$ cat config.mk
export PLATFORM = sky130hd
export DESIGN_NAME = dtc_vote_window
export DESIGN_NICKNAME = d
export VERILOG_FILES = /design/src/rtl/dtc_vote_pkg.sv /design/src/rtl/dtc_vote_hist.sv /design/src/rtl/dtc_vote_window.sv
export SDC_FILE = /design/constraint.sdc
export NUM_CORES = 1
export LEC_CHECK = 0
export BUFFER_PORTS_ARGS = -buffer_cell sky130_fd_sc_hd__buf_4
export CAP_MARGIN = 25
export CORE_UTILIZATION = 60
export DETAILED_ROUTE_END_ITERATION = 10
export GPL_ROUTABILITY_DRIVEN = 0
export PLACE_DENSITY = 0.82
export SLEW_MARGIN = 40
export SYNTH_ARGS = -nofsm -noshare
export SYNTH_HDL_FRONTEND = slang
export SYNTH_SLANG_ARGS = --single-unit
$ cat constraint.sdc
create_clock -name clk -period 3.9 [get_ports clk]
set_input_delay 0.195 -clock clk [delete_from_list [all_inputs] [get_ports clk]]
set_output_delay 0.195 -clock clk [all_outputs]
set_load 0.02 [all_outputs]
$ cat src/rtl/dtc_vote_pkg.sv
// ============================================================================
// Module   : dtc_vote_pkg
// Brief    : Shared class width, class count and FSM encoding for the vote window.
// Revision : 1.0
// ============================================================================
`default_nettype none

package dtc_vote_pkg;

   localparam int CLASS_W     = 3;
   localparam int NUM_CLASSES = 8;

   typedef logic [CLASS_W-1:0] class_t;

   typedef enum logic [1:0] {
      ACCUM = 2'd0,
      SCAN  = 2'd1,
      EMIT  = 2'd2
   } vote_state_t;

endpackage

`default_nettype wire

$ cat src/rtl/dtc_vote_hist.sv
// ============================================================================
// Module   : dtc_vote_hist
// Brief    : Bank of per-class vote counters with a combinational read port.
// Revision : 1.0
// ============================================================================
`default_nettype none

module dtc_vote_hist
   import dtc_vote_pkg::*;
#(
   parameter int CNT_W = 5
) (
   input  logic             clk,
   input  logic             rst,
   input  logic             inc_en,
   input  class_t           inc_idx,
   input  logic             clr,
   input  class_t           rd_idx,
   output logic [CNT_W-1:0] rd_cnt
);

   logic [CNT_W-1:0] w_cnt [NUM_CLASSES];

   for (genvar g = 0; g < NUM_CLASSES; g++) begin : g_cnt
      logic [CNT_W-1:0] r_cnt;

      always_ff @(posedge clk) begin
         if (rst || clr) begin
            r_cnt <= '0;
         end else if (inc_en && (inc_idx == class_t'(g))) begin
            r_cnt <= r_cnt + CNT_W'(1);
         end
      end

      assign w_cnt[g] = r_cnt;
   end

   assign rd_cnt = w_cnt[rd_idx];

endmodule

`default_nettype wire

$ cat src/rtl/dtc_vote_window.sv
// ============================================================================
// Module   : dtc_vote_window
// Brief    : Majority vote of classifier labels over a WINDOW-sample window.
//            Define DTC_VOTE_CONF_EN to add the out_confident flag.
// Revision : 1.0
// ============================================================================
`default_nettype none

module dtc_vote_window
   import dtc_vote_pkg::*;
#(
   parameter int WINDOW      = 16,
   parameter int CNT_W       = $clog2(WINDOW + 1),
   parameter int CONF_THRESH = 12
) (
   input  logic             clk,
   input  logic             rst,
   input  logic             in_valid,
   output logic             in_ready,
   input  logic [2:0]       in_class,
   output logic             out_valid,
   input  logic             out_ready,
   output logic [2:0]       out_class,
   output logic [CNT_W-1:0] out_count
`ifdef DTC_VOTE_CONF_EN
   ,
   output logic             out_confident
`endif
);

   localparam logic [CNT_W-1:0] c_last_samp = CNT_W'(WINDOW - 1);
   localparam class_t           c_last_cls  = class_t'(NUM_CLASSES - 1);

   vote_state_t      r_state;
   logic [CNT_W-1:0] r_samp_cnt;
   logic [CNT_W-1:0] r_best_cnt;
   class_t           r_best_class;
   class_t           r_scan_idx;

   logic             w_accept;
   logic             w_clr;
   logic [CNT_W-1:0] w_rd_cnt;

   assign in_ready = (r_state == ACCUM);
   assign w_accept = in_valid && in_ready;
   assign w_clr    = out_valid && out_ready;

   dtc_vote_hist #(
      .CNT_W (CNT_W)
   ) u_hist (
      .clk     (clk),
      .rst     (rst),
      .inc_en  (w_accept),
      .inc_idx (in_class),
      .clr     (w_clr),
      .rd_idx  (r_scan_idx),
      .rd_cnt  (w_rd_cnt)
   );

   always_ff @(posedge clk) begin
      if (rst) begin
         r_state       <= ACCUM;
         r_samp_cnt    <= '0;
         r_best_cnt    <= '0;
         r_best_class  <= '0;
         r_scan_idx    <= '0;
         out_valid     <= 1'b0;
         out_class     <= '0;
         out_count     <= '0;
`ifdef DTC_VOTE_CONF_EN
         out_confident <= 1'b0;
`endif
      end else begin
         unique case (r_state)
            ACCUM: begin
               if (w_accept) begin
                  r_samp_cnt <= r_samp_cnt + CNT_W'(1);
                  if (r_samp_cnt == c_last_samp) begin
                     r_state      <= SCAN;
                     r_scan_idx   <= '0;
                     r_best_cnt   <= '0;
                     r_best_class <= '0;
                  end
               end
            end
            SCAN: begin
               // Strict compare keeps the lowest index on a tie.
               if (w_rd_cnt > r_best_cnt) begin
                  r_best_cnt   <= w_rd_cnt;
                  r_best_class <= r_scan_idx;
               end
               r_scan_idx <= r_scan_idx + class_t'(1);
               if (r_scan_idx == c_last_cls) begin
                  r_state <= EMIT;
               end
            end
            EMIT: begin
               // First EMIT cycle loads the result; it then holds until accepted.
               if (!out_valid) begin
                  out_valid     <= 1'b1;
                  out_class     <= r_best_class;
                  out_count     <= r_best_cnt;
`ifdef DTC_VOTE_CONF_EN
                  out_confident <= (32'(r_best_cnt) >= 32'(CONF_THRESH));
`endif
               end else if (out_ready) begin
                  out_valid  <= 1'b0;
                  r_samp_cnt <= '0;
                  r_state    <= ACCUM;
               end
            end
            default: begin
               r_state <= ACCUM;
            end
         endcase
      end
   end

endmodule

`default_nettype wire

==> results of run 1 <==
## how the worst min path moves through the flow
stage,slack [ns],startpoint,endpoint,cells after the start
after floorplan,0.38,rst,r_best_class[2],2
after global placement,0.47,r_best_class[2],r_best_class[2],2
after detailed placement,0.47,r_best_class[2],r_best_class[2],2
after CTS,0.17,rst,out_class[1],2
after global routing,0.18,rst,out_count[0],2
final,0.17,rst,out_class[1],2
## cells by family after synthesis
| family | synth area share |
|---|---|
| buf+inv | 0.0309 |
| xor+xnor | 0.0876 |
| mux | 0.155 |
| flops | 0.394 |
| simple gates | 0.226 |
| compound gates | 0.0434 |
| fa+ha+maj | 0.0625 |
## area by class of cell
| class | count | area, sq um |
|---|---|---|
| Multi-Input combinational cell | 261 | 1970 |
| Fill cell | 435 | 1700 |
| Sequential cell | 67 | 1340 |
| Clock buffer | 10 | 138 |
| Timing Repair Buffer | 18 | 135 |
| Tap cell | 72 | 90.1 |
| Clock inverter | 5 | 77.6 |
| Inverter | 6 | 22.5 |
## through the flow
step           hold slack, ns  utilization  power (mW)  setup WS [ns]  area (sq um)
3_5_place_dp            0.471        0.648       0.766          0.767          3550
4_1_cts                 0.171        0.687        1.39          0.751          3760
3_3_place_gp            0.468        0.647       0.765          0.829          3540
2_1_floorplan           0.379            -       0.750           1.09          3400
5_1_grt                 0.180        0.690        1.43          0.606          3770
6_report                0.174        0.690        1.39          0.754          3770
## flip-flops by register name, indices dropped and copies added (netlist names)
| signal | flops |
|---|---|
| u_hist.g_cnt.r_cnt | 40 |
| r_best_class | 3 |
| r_samp_cnt | 5 |
| out_count | 5 |
| r_scan_idx | 3 |
| r_state | 2 |
| r_best_cnt | 5 |
| out_valid | 1 |
| out_class | 3 |
## synthesized netlist by cell type (2+ instances only)
cell,number
nand3_1,19
clkbuf_1,11
and2_1,14
a22oi_1,3
nor2b_1,6
nor2_1,60
xnor2_1,10
inv_1,6
nor3_1,3
nor3b_2,2
xor2_1,24
and3_1,6
mux2_2,6
nand2b_1,9
mux4_1,3
buf_2,3
a211oi_1,3
a21oi_1,6
mux2i_1,21
mux4_2,7
ha_1,17
nand4_1,11
and3b_1,2
buf_4,2
nand2_1,17
dfxtp_1,67
## placed cells by master, fill, tap and decap left out, types with 2 or more instances in the layout
| master | count |
|---|---|
| mux2_2 | 6 |
| a22oi_1 | 3 |
| mux4_2 | 7 |
| inv_1 | 6 |
| and3b_1 | 2 |
| mux2i_1 | 21 |
| dfxtp_1 | 67 |
| buf_4 | 18 |
| nor2_1 | 60 |
| ha_1 | 17 |
| nand3_1 | 19 |
| nor3_1 | 3 |
| mux4_1 | 3 |
| nand2_1 | 17 |
| xor2_1 | 24 |
| a21oi_1 | 6 |
| bufinv_16 | 2 |
| clkinv_2 | 2 |
| nand4_1 | 11 |
| xnor2_1 | 10 |
| and3_1 | 6 |
| and2_1 | 14 |
| nor2b_1 | 5 |
| a211oi_1 | 3 |
| nand2b_1 | 9 |
| clkbuf_8 | 10 |
## worst reg2reg max path, stage by stage, from the launching register on
cell and delay (ns):
dfxtp_1 0.55, buf_4 0.25, mux4_2 0.50, mux2_2 0.29
ha_1 0.30, nand4_1 0.19, o2111ai_2 0.16, o221ai_4 0.44
mux2_2 0.38
## power groups by stage
| stage | logic, mW | clock network, mW | registers (mW) |
|---|---|---|---|
| after floorplan | 0.0389 | 0 | 0.711 |
| after global placement | 0.0527 | 0 | 0.713 |
| after detailed placement | 0.0538 | 0 | 0.713 |
| after CTS | 0.0543 | 0.642 | 0.697 |
| after global routing | 0.0616 | 0.672 | 0.698 |
| final | 0.0551 | 0.634 | 0.697 |
## per-layer routing
metal,part of all wire,vias up
met5,0,-
met3,0.039,10
met2,0.48,46
met1,0.47,1173
met4,0.017,0
li1,-,1234
==> reports/metrics.cfg, run 1 <==
[run]
max_cap_viol_count=0

[yosys]
yosysTopAreaCell=dfxtp_1
synth_enable_flop_cells=0
synth-seq-cells=67
synthArstFlopShare=0
syn-instance-count=351
postSynthNetCount=375
yosysSeqAreaShare=0.394
ys.flop_type=dfxtp_1
ys_types=39
synth_area_leaders=dfxtp_1, nor2_1, ha_1
synth_top_area_share=0.394
synth_warnings=0
syn_area_per_cell_sq_um=9.69
syn_area_sq_um=3400

[cells_and_area]
stdcell_count=439
synthToLayoutAreaGrowth_pct=11.0
finalNetCount=387
antennaDiodeCount=0
drive_above_1_share=0.153

[power_and_ir_drop]
peakVddDrop_mv=0.244
power.switching_mw=0.303
p_seq_frac=0.503
p_sw_frac=0.218
p_clk_frac=0.457
comb_power_share=0.040
powerDensity_nw_per_um2=367
p_int_mw=1.08
p_leak_nw=1.51

[clocking]
post_cts_resized=0
clockBufferDepth=2
post_cts_buffers=0
clock_latency_ns=0.35
tritoncts=yes
cts_inserted_buffers=9
path_clk_slew_ns=0.07
htree_levels=3
cts_hold_buffers=0
cts-root-buf=clkbuf_8
cts_sinks=67

[run_status]
status=complete, no violations

[setup_path]
r2r_cells=8
cp-end-kind=flip-flop
r2r-start=r_scan_idx[0]
cp_data_arrival_time_ns=3.39
endpoint=r_best_cnt[0]
worstSetupPathType=reg -> reg
worstPathCellList=buf_4 > mux4_2 > mux2_2 > ha_1 > nand4_1 > o2111ai_2 > o221ai_4 > mux2_2
worst_setup_path_start_kind=flip-flop
path_max_fanout=8
path_depth=8
cpPeakStageDelay_ns=0.55
path_buf_inv=1
cpMostUsedCell=mux2_2
reg2reg_slack_ns=0.75
cpMaxStageDelayCell=dfxtp_1
cp_data_required_time_ns=4.14
cp_top_family=multiplexers
crit_start=r_scan_idx[0]
r2r-end=r_best_cnt[0]

[die]
die_area_sq_um=5970
initial_core_util=0.621
core.rowCount=27
dieWidth_um=77.3
die_h_um=77.3
coreArea_sq_um=5470
io_pins=17

[global_routing]
antenna_found_initial=0
grt_overflow=0
track_usage=0.243
grt_max_degree=41
grt_pass1_wl_um=11200
met1_usage=0.307
first_global_vias=2384
use_met2=0.386
grt_busiest_layer=met2
grtUsageMet3=0.0583

[timing]
hold_viol=0
finClkSkew_ns=0.00830
fmax_mhz=318
fin_crit_sh=0.807
grt_setup_unrepaired=no
fin_crit_ns=3.15
tightest_slew_ns=0.660
setup_viol=0
tns_ns=0
maxSlewHeadroom=0.558
finalMaxSlewViolations=0

[worst_hold_path]
hp-class=in -> reg

[placed_design]
dp_cells=424
io_buffers=16
hpwl_um=4470

[routing]
routed_wl_um=6520
vias=2463
initialDrtViolationCount=150
drt_first_pass_iters=5
ant_nets=0
route.detailed.drc=0
vias_per_cell=5.61
wl_per_cell_um=14.9

Power figures use the tool's default switching activity.
==> inputs of run 2 (changes only) <==
--- a/config.mk
+++ b/config.mk
@@ -7,10 +7,10 @@
 export LEC_CHECK = 0
 export BUFFER_PORTS_ARGS = -buffer_cell sky130_fd_sc_hd__buf_4
 export CAP_MARGIN = 25
-export CORE_UTILIZATION = 60
+export CORE_UTILIZATION = 55
 export DETAILED_ROUTE_END_ITERATION = 10
 export GPL_ROUTABILITY_DRIVEN = 0
-export PLACE_DENSITY = 0.82
+export PLACE_DENSITY = 0.8
 export SLEW_MARGIN = 40
 export SYNTH_ARGS = -nofsm -noshare
 export SYNTH_HDL_FRONTEND = slang
==> constraint.sdc (replaced) <==
create_clock -name clk -period 2.7 [get_ports clk]
set_input_delay 0.135 -clock clk [delete_from_list [all_inputs] [get_ports clk]]
set_output_delay 0.135 -clock clk [all_outputs]
set_load 0.02 [all_outputs]
==> run 2 against run 1 <==
  * Non-clock buffer count grew 11
  * Largest cell class unchanged
  * Die area grew 8.9%
  * Via count grew 5.0%
  * Power grew 53%
  * Critical path type unchanged
  * Register-to-register slack lost 0.68 ns
  * Cell count grew 3.4%
  * Clock power grew 62%
  * Hold slack lost 0.059 ns
==> reports/metrics.cfg, run 2 (synthesized netlist as in run 1, its figures left out) <==
[run_status]
status=complete, no violations

[routing]
vias_per_cell=5.69  ; +1.5%
wl_met1_um=3010  ; -1.6%
drt_first_pass_iters=4  ; -1
vias=2585  ; +5.0%
initialDrtViolationCount=117  ; -22%
topRoutingLayerUsed=met4
route.detailed.drc=0  ; unchanged
met3_length_um=368  ; +44%
wl_met2_um=3570  ; +15%
routed_wl_um=7090  ; +8.8%
wl_per_cell_um=15.6  ; +5.2%
ant_nets=0  ; unchanged

[setup_path]
endpoint=r_best_cnt[0]
reg2reg_slack_ns=0.08  ; -0.68 ns
worstSetupPathType=reg -> reg
worst_setup_path_start_kind=flip-flop
r2r-start=r_scan_idx[0]
cp_data_arrival_time_ns=2.87  ; -0.52 ns
crit_start=r_scan_idx[0]
cp_data_required_time_ns=2.94  ; -1.20 ns
r2r-end=r_best_cnt[0]
path_max_fanout=4  ; -4
cp-end-kind=flip-flop
r2r_cells=8  ; unchanged

[cells_and_area]
final_common_cell=dfxtp_1
fin_util=0.663  ; -0.0263
fin_area_sq_um=3950  ; +4.7%
finalNetCount=398  ; +2.8%
synthToLayoutAreaGrowth_pct=16.2
drive_above_1_share=0.193  ; +0.0400
regMostFlops=u_hist.g_cnt.r_cnt
largest_register_ffs=40  ; unchanged
stdcell_count=454  ; +3.4%
fill_cells=487  ; +12%
antennaDiodeCount=0  ; unchanged
layout_common_cells=dfxtp_1, nor2_1, buf_4

[global_routing]
grt_max_degree=41  ; unchanged
track_usage=0.225  ; -0.0180
grt_pass1_wl_um=10900  ; -2.8%
grt_overflow=0  ; unchanged
antenna_found_initial=0  ; unchanged
first_global_vias=2347  ; -1.6%

[timing]
fmax_mhz=381  ; +20%
setup_viol=0  ; unchanged
tns_ns=0  ; unchanged
fin_crit_sh=0.972  ; +0.165
fin_crit_ns=2.62  ; -0.522 ns
finClkSkew_ns=0.0125  ; +0.00424 ns
hold_viol=0  ; unchanged
tightest_slew_ns=0.697  ; +0.0365 ns
whs_ns=0.115  ; -0.0588 ns
finalMaxSlewViolations=0  ; unchanged
setup_slack_ns=0.0761  ; -0.678 ns
maxSlewHeadroom=0.533  ; -0.0244

[die]
dieWidth_um=80.6  ; +4.3%
io_pins=17  ; unchanged
initial_core_util=0.571  ; -0.0504
die_area_sq_um=6500  ; +8.9%
coreArea_sq_um=5960  ; +8.8%
die_h_um=80.6  ; +4.3%
core.rowCount=28  ; +3.7%

[power_and_ir_drop]
p_leak_nw=1.60  ; +5.8%
peakVddDrop_mv=0.472  ; +94%
total_power_mw=2.12  ; +53%
powerDensity_nw_per_um2=537  ; +46%

[run]
max_cap_viol_count=0  ; unchanged

[placed_design]
dp_cells=433  ; +2.1%
hpwl_um=4760  ; +6.7%
io_buffers=16  ; unchanged
dpl_cell_area_sq_um=3600  ; +1.4%
pre_cts_ws_ns=-0.00657  ; -0.774 ns

[worst_hold_path]
hp-class=in -> reg

[clocking]
tritoncts=yes
htree_levels=3  ; unchanged
clockBufferDepth=2  ; unchanged
path_clk_slew_ns=0.07  ; about the same
cts_sinks=67  ; unchanged
cts_inserted_buffers=9  ; unchanged
cts-root-buf=clkbuf_8
clock_latency_ns=0.35  ; about the same

[run 2: changes by cell type in the layout (fill, tap and decap cells not counted), sizes merged]
| cell | before | now |
|---|---|---|
| buf | 18 | 29 |
| clkinv | 2 | 3 |
| bufinv | 2 | 3 |
| clkinvlp | 1 | 0 |
[run 2: final cells by class]
| class | count | area [sq um] | area share |
|---|---|---|---|
| multi-input combinational | 261 | 2010 | 0.509 |
| tap | 75 | 93.8 | 0.0238 |
| timing repair buffer | 29 | 225 | 0.0570 |
| inverter | 6 | 22.5 | 0.00570 |
| clock buffer | 10 | 138 | 0.0348 |
| sequential | 67 | 1350 | 0.341 |
| clock inverter | 6 | 113 | 0.0285 |
[run 2: worst min path at each step]
stage / startpoint / endpoint / cells past startpoint
3_3_place_gp: r_best_class[1] / r_best_class[1] / 2
4_1_cts: rst / out_count[3] / 2
6_report: rst / out_class[2] / 2
3_5_place_dp: r_best_class[0] / r_best_class[0] / 2
2_1_floorplan: rst / r_best_class[2] / 2
5_1_grt: rst / out_count[2] / 2
[run 2: critical path: stages (launching register included)]
cell,delay [ns]
dfxtp_4,0.38
buf_4,0.13
mux4_2,0.50
mux2_2,0.33
ha_4,0.28
nand4_1,0.15
o2111ai_2,0.29
o221ai_4,0.16
mux2_4,0.31
[run 2: layer usage]
metal  vias to the layer above  GRT usage
met4                         0     0.0786
met5                         -          0
met3                        14     0.0773
li1                       1257          -
met1                      1253      0.271
met2                        61      0.371
[run 2: report_power, final]
part	internal, mW	switching, mW	leakage [nW]
Combinational	0.0323	0.0493	0.929
Sequential	0.996	0.0105	0.542
Clock	0.640	0.392	0.126
[run 2: what timing repair did]
| item | 4_1_cts | 5_1_grt |
|---|---|---|
| pin swaps | 0 | 3 |
| endpoints found under the hold margin | 0 | 0 |
| hold buffers | 0 | 0 |
| setup buffers | 0 | 5 |
| endpoints found under the setup margin | 8 | 8 |
| resized for setup | 1 | 9 |
==> inputs of run 3 (changes only) <==
--- a/config.mk
+++ b/config.mk
@@ -10,7 +10,8 @@
 export CORE_UTILIZATION = 55
 export DETAILED_ROUTE_END_ITERATION = 10
 export GPL_ROUTABILITY_DRIVEN = 0
-export PLACE_DENSITY = 0.8
+export PLACE_DENSITY = 0.83
+export REMOVE_ABC_BUFFERS = 1
 export SLEW_MARGIN = 40
 export SYNTH_ARGS = -nofsm -noshare
 export SYNTH_HDL_FRONTEND = slang
==> run 3 against run 2 <==
  * Sequential power is essentially flat
  * Count of clock-buffer cells in the layout increased by 2
  * Utilization shrank 0.61 points
  * First-iteration DRC count decreased by 15%
  * Cell count fell by 0.66%
  * Largest cell class unchanged
==> reports/metrics.cfg, run 3 (synthesized netlist as in run 1, its figures left out) <==
[run_status]
status=complete, no violations

[global_routing]
grt_pass1_wl_um=11100  ; +2.4%
track_usage=0.232  ; +0.00656
grt_max_degree=41  ; unchanged
grt_overflow=0  ; unchanged
antenna_found_initial=0  ; unchanged
first_global_vias=2372  ; +1.1%

[placed_design]
dp_cells=433  ; unchanged
io_buffers=16  ; unchanged
hpwl_um=4790  ; +0.59%

[clocking]
htree_levels=3  ; unchanged
cts_inserted_buffers=9  ; unchanged
cts_sinks=67  ; unchanged
clockBufferDepth=2  ; unchanged
cts-root-buf=clkbuf_8
path_clk_slew_ns=0.08  ; about the same
tritoncts=yes
clock_latency_ns=0.35  ; about the same

[cells_and_area]
multi_input_area_sq_um=2000  ; -0.81%
antennaDiodeCount=0  ; unchanged
fill_cells=472  ; -3.1%
stdcell_count=451  ; -0.66%
synthToLayoutAreaGrowth_pct=15.1
layout_common_cells=dfxtp_1, nor2_1, xor2_1
largest_register_ffs=40  ; unchanged
finalNetCount=395  ; -0.75%
regMostFlops=u_hist.g_cnt.r_cnt
fin_util=0.657  ; -0.00609
register_area_sq_um=1350  ; about the same
drive_above_1_share=0.178  ; -0.0144
final_common_cell=dfxtp_1

[routing]
wl_per_cell_um=15.8  ; +1.0%
routed_wl_um=7120  ; +0.37%
ant_nets=0  ; unchanged
vias_per_cell=5.71  ; +0.35%
drt_first_pass_iters=4  ; unchanged
vias=2577  ; -0.31%
route.detailed.drc=0  ; unchanged
initialDrtViolationCount=100  ; -15%

[timing]
setup_viol=0  ; unchanged
fin_crit_sh=0.975  ; +0.00299
tightest_slew_ns=0.667  ; -0.0297 ns
finClkSkew_ns=0.00956  ; -0.00297 ns
finalMaxSlewViolations=0  ; unchanged
hold_viol=0  ; unchanged
fin_crit_ns=2.63  ; +0.00807 ns
maxSlewHeadroom=0.553  ; +0.0199
fmax_mhz=380  ; -0.31%
whs_ns=0.112  ; -0.00365 ns

[power_and_ir_drop]
p_leak_nw=1.57  ; -1.8%
powerDensity_nw_per_um2=523  ; -2.5%
peakVddDrop_mv=0.307  ; -35%
total_power_mw=2.05  ; -3.4%

[setup_path]
cp_top_family=multiplexers
path_max_fanout=5  ; +1
cp_data_arrival_time_ns=2.88  ; about the same
worstPathCellList=clkbuf_16 > mux4_2 > mux2_4 > ha_1 > nand4_1 > o2111ai_2 > o221ai_4 > mux2_2
cpMaxStageDelayCell=mux4_2
cp-end-kind=flip-flop
path_buf_inv=1  ; unchanged
cpPeakStageDelay_ns=0.50  ; about the same
cp_data_required_time_ns=2.95  ; about the same
worst_setup_path_start_kind=flip-flop
worstSetupPathType=reg -> reg

[run]
max_cap_viol_count=0  ; unchanged

[die]
die_area_sq_um=6500  ; unchanged
core.rowCount=28  ; unchanged
io_pins=17  ; unchanged
coreArea_sq_um=5960  ; unchanged
initial_core_util=0.571  ; unchanged
die_h_um=80.6  ; unchanged
dieWidth_um=80.6  ; unchanged

[worst_hold_path]
hp-class=in -> reg

run 3: routing by layer:
layer	part of all wire	vias up	global-route usage
li1	-	1247	-
met1	0.45	1243	0.284
met2	0.48	69	0.376
met3	0.044	18	0.0557
met4	0.031	0	0.120
met5	0	-	0
run 3: path summary, 6_finish.rpt:
path                                 startpoint              end  slack, ns  depth (start not counted)
worst min-delay path                        rst     out_count[2]       0.11                          2
worst max-delay path              r_scan_idx[0]    r_best_cnt[0]       0.07                          8
worst min register to register  r_best_class[2]  r_best_class[2]       0.48                          2
worst max register to register    r_scan_idx[0]    r_best_cnt[0]       0.07                          8
run 3: per-stage QoR:
step	worst slack [ns]	instance area, sq um	setup TNS [ns]
after floorplan	-0.334	3320	-1.19
after global placement	0.109	3600	0
after detailed placement	0.00651	3600	0
after CTS	0.0372	3840	0
after global routing	-0.0164	3910	-0.0565
final	0.0680	3910	0
run 3: final cells by class:
type | instances | area share
clock buffers | 12 | 0.0396
clock inverters | 4 | 0.0185
flip-flops and latches | 67 | 0.344
inverters | 6 | 0.00575
multi-input cells | 261 | 0.510
repair buffers | 26 | 0.0585
well taps | 75 | 0.0240
run 3: where the power goes:
part           total, mW  switching (mW)  leakage [nW]  internal (mW)
registers           1.01         0.00992         0.541          0.996
logic             0.0831          0.0507         0.915         0.0324
clock network      0.958           0.389         0.113          0.569
total               2.05           0.450          1.57           1.60
run 3: timing repair:
action,4_1_cts,5_1_grt
hold buffers,0,0
pin swaps,0,3
endpoints found under the setup margin,7,8
resized for setup,2,5
setup buffers,0,1
gates cloned,0,1
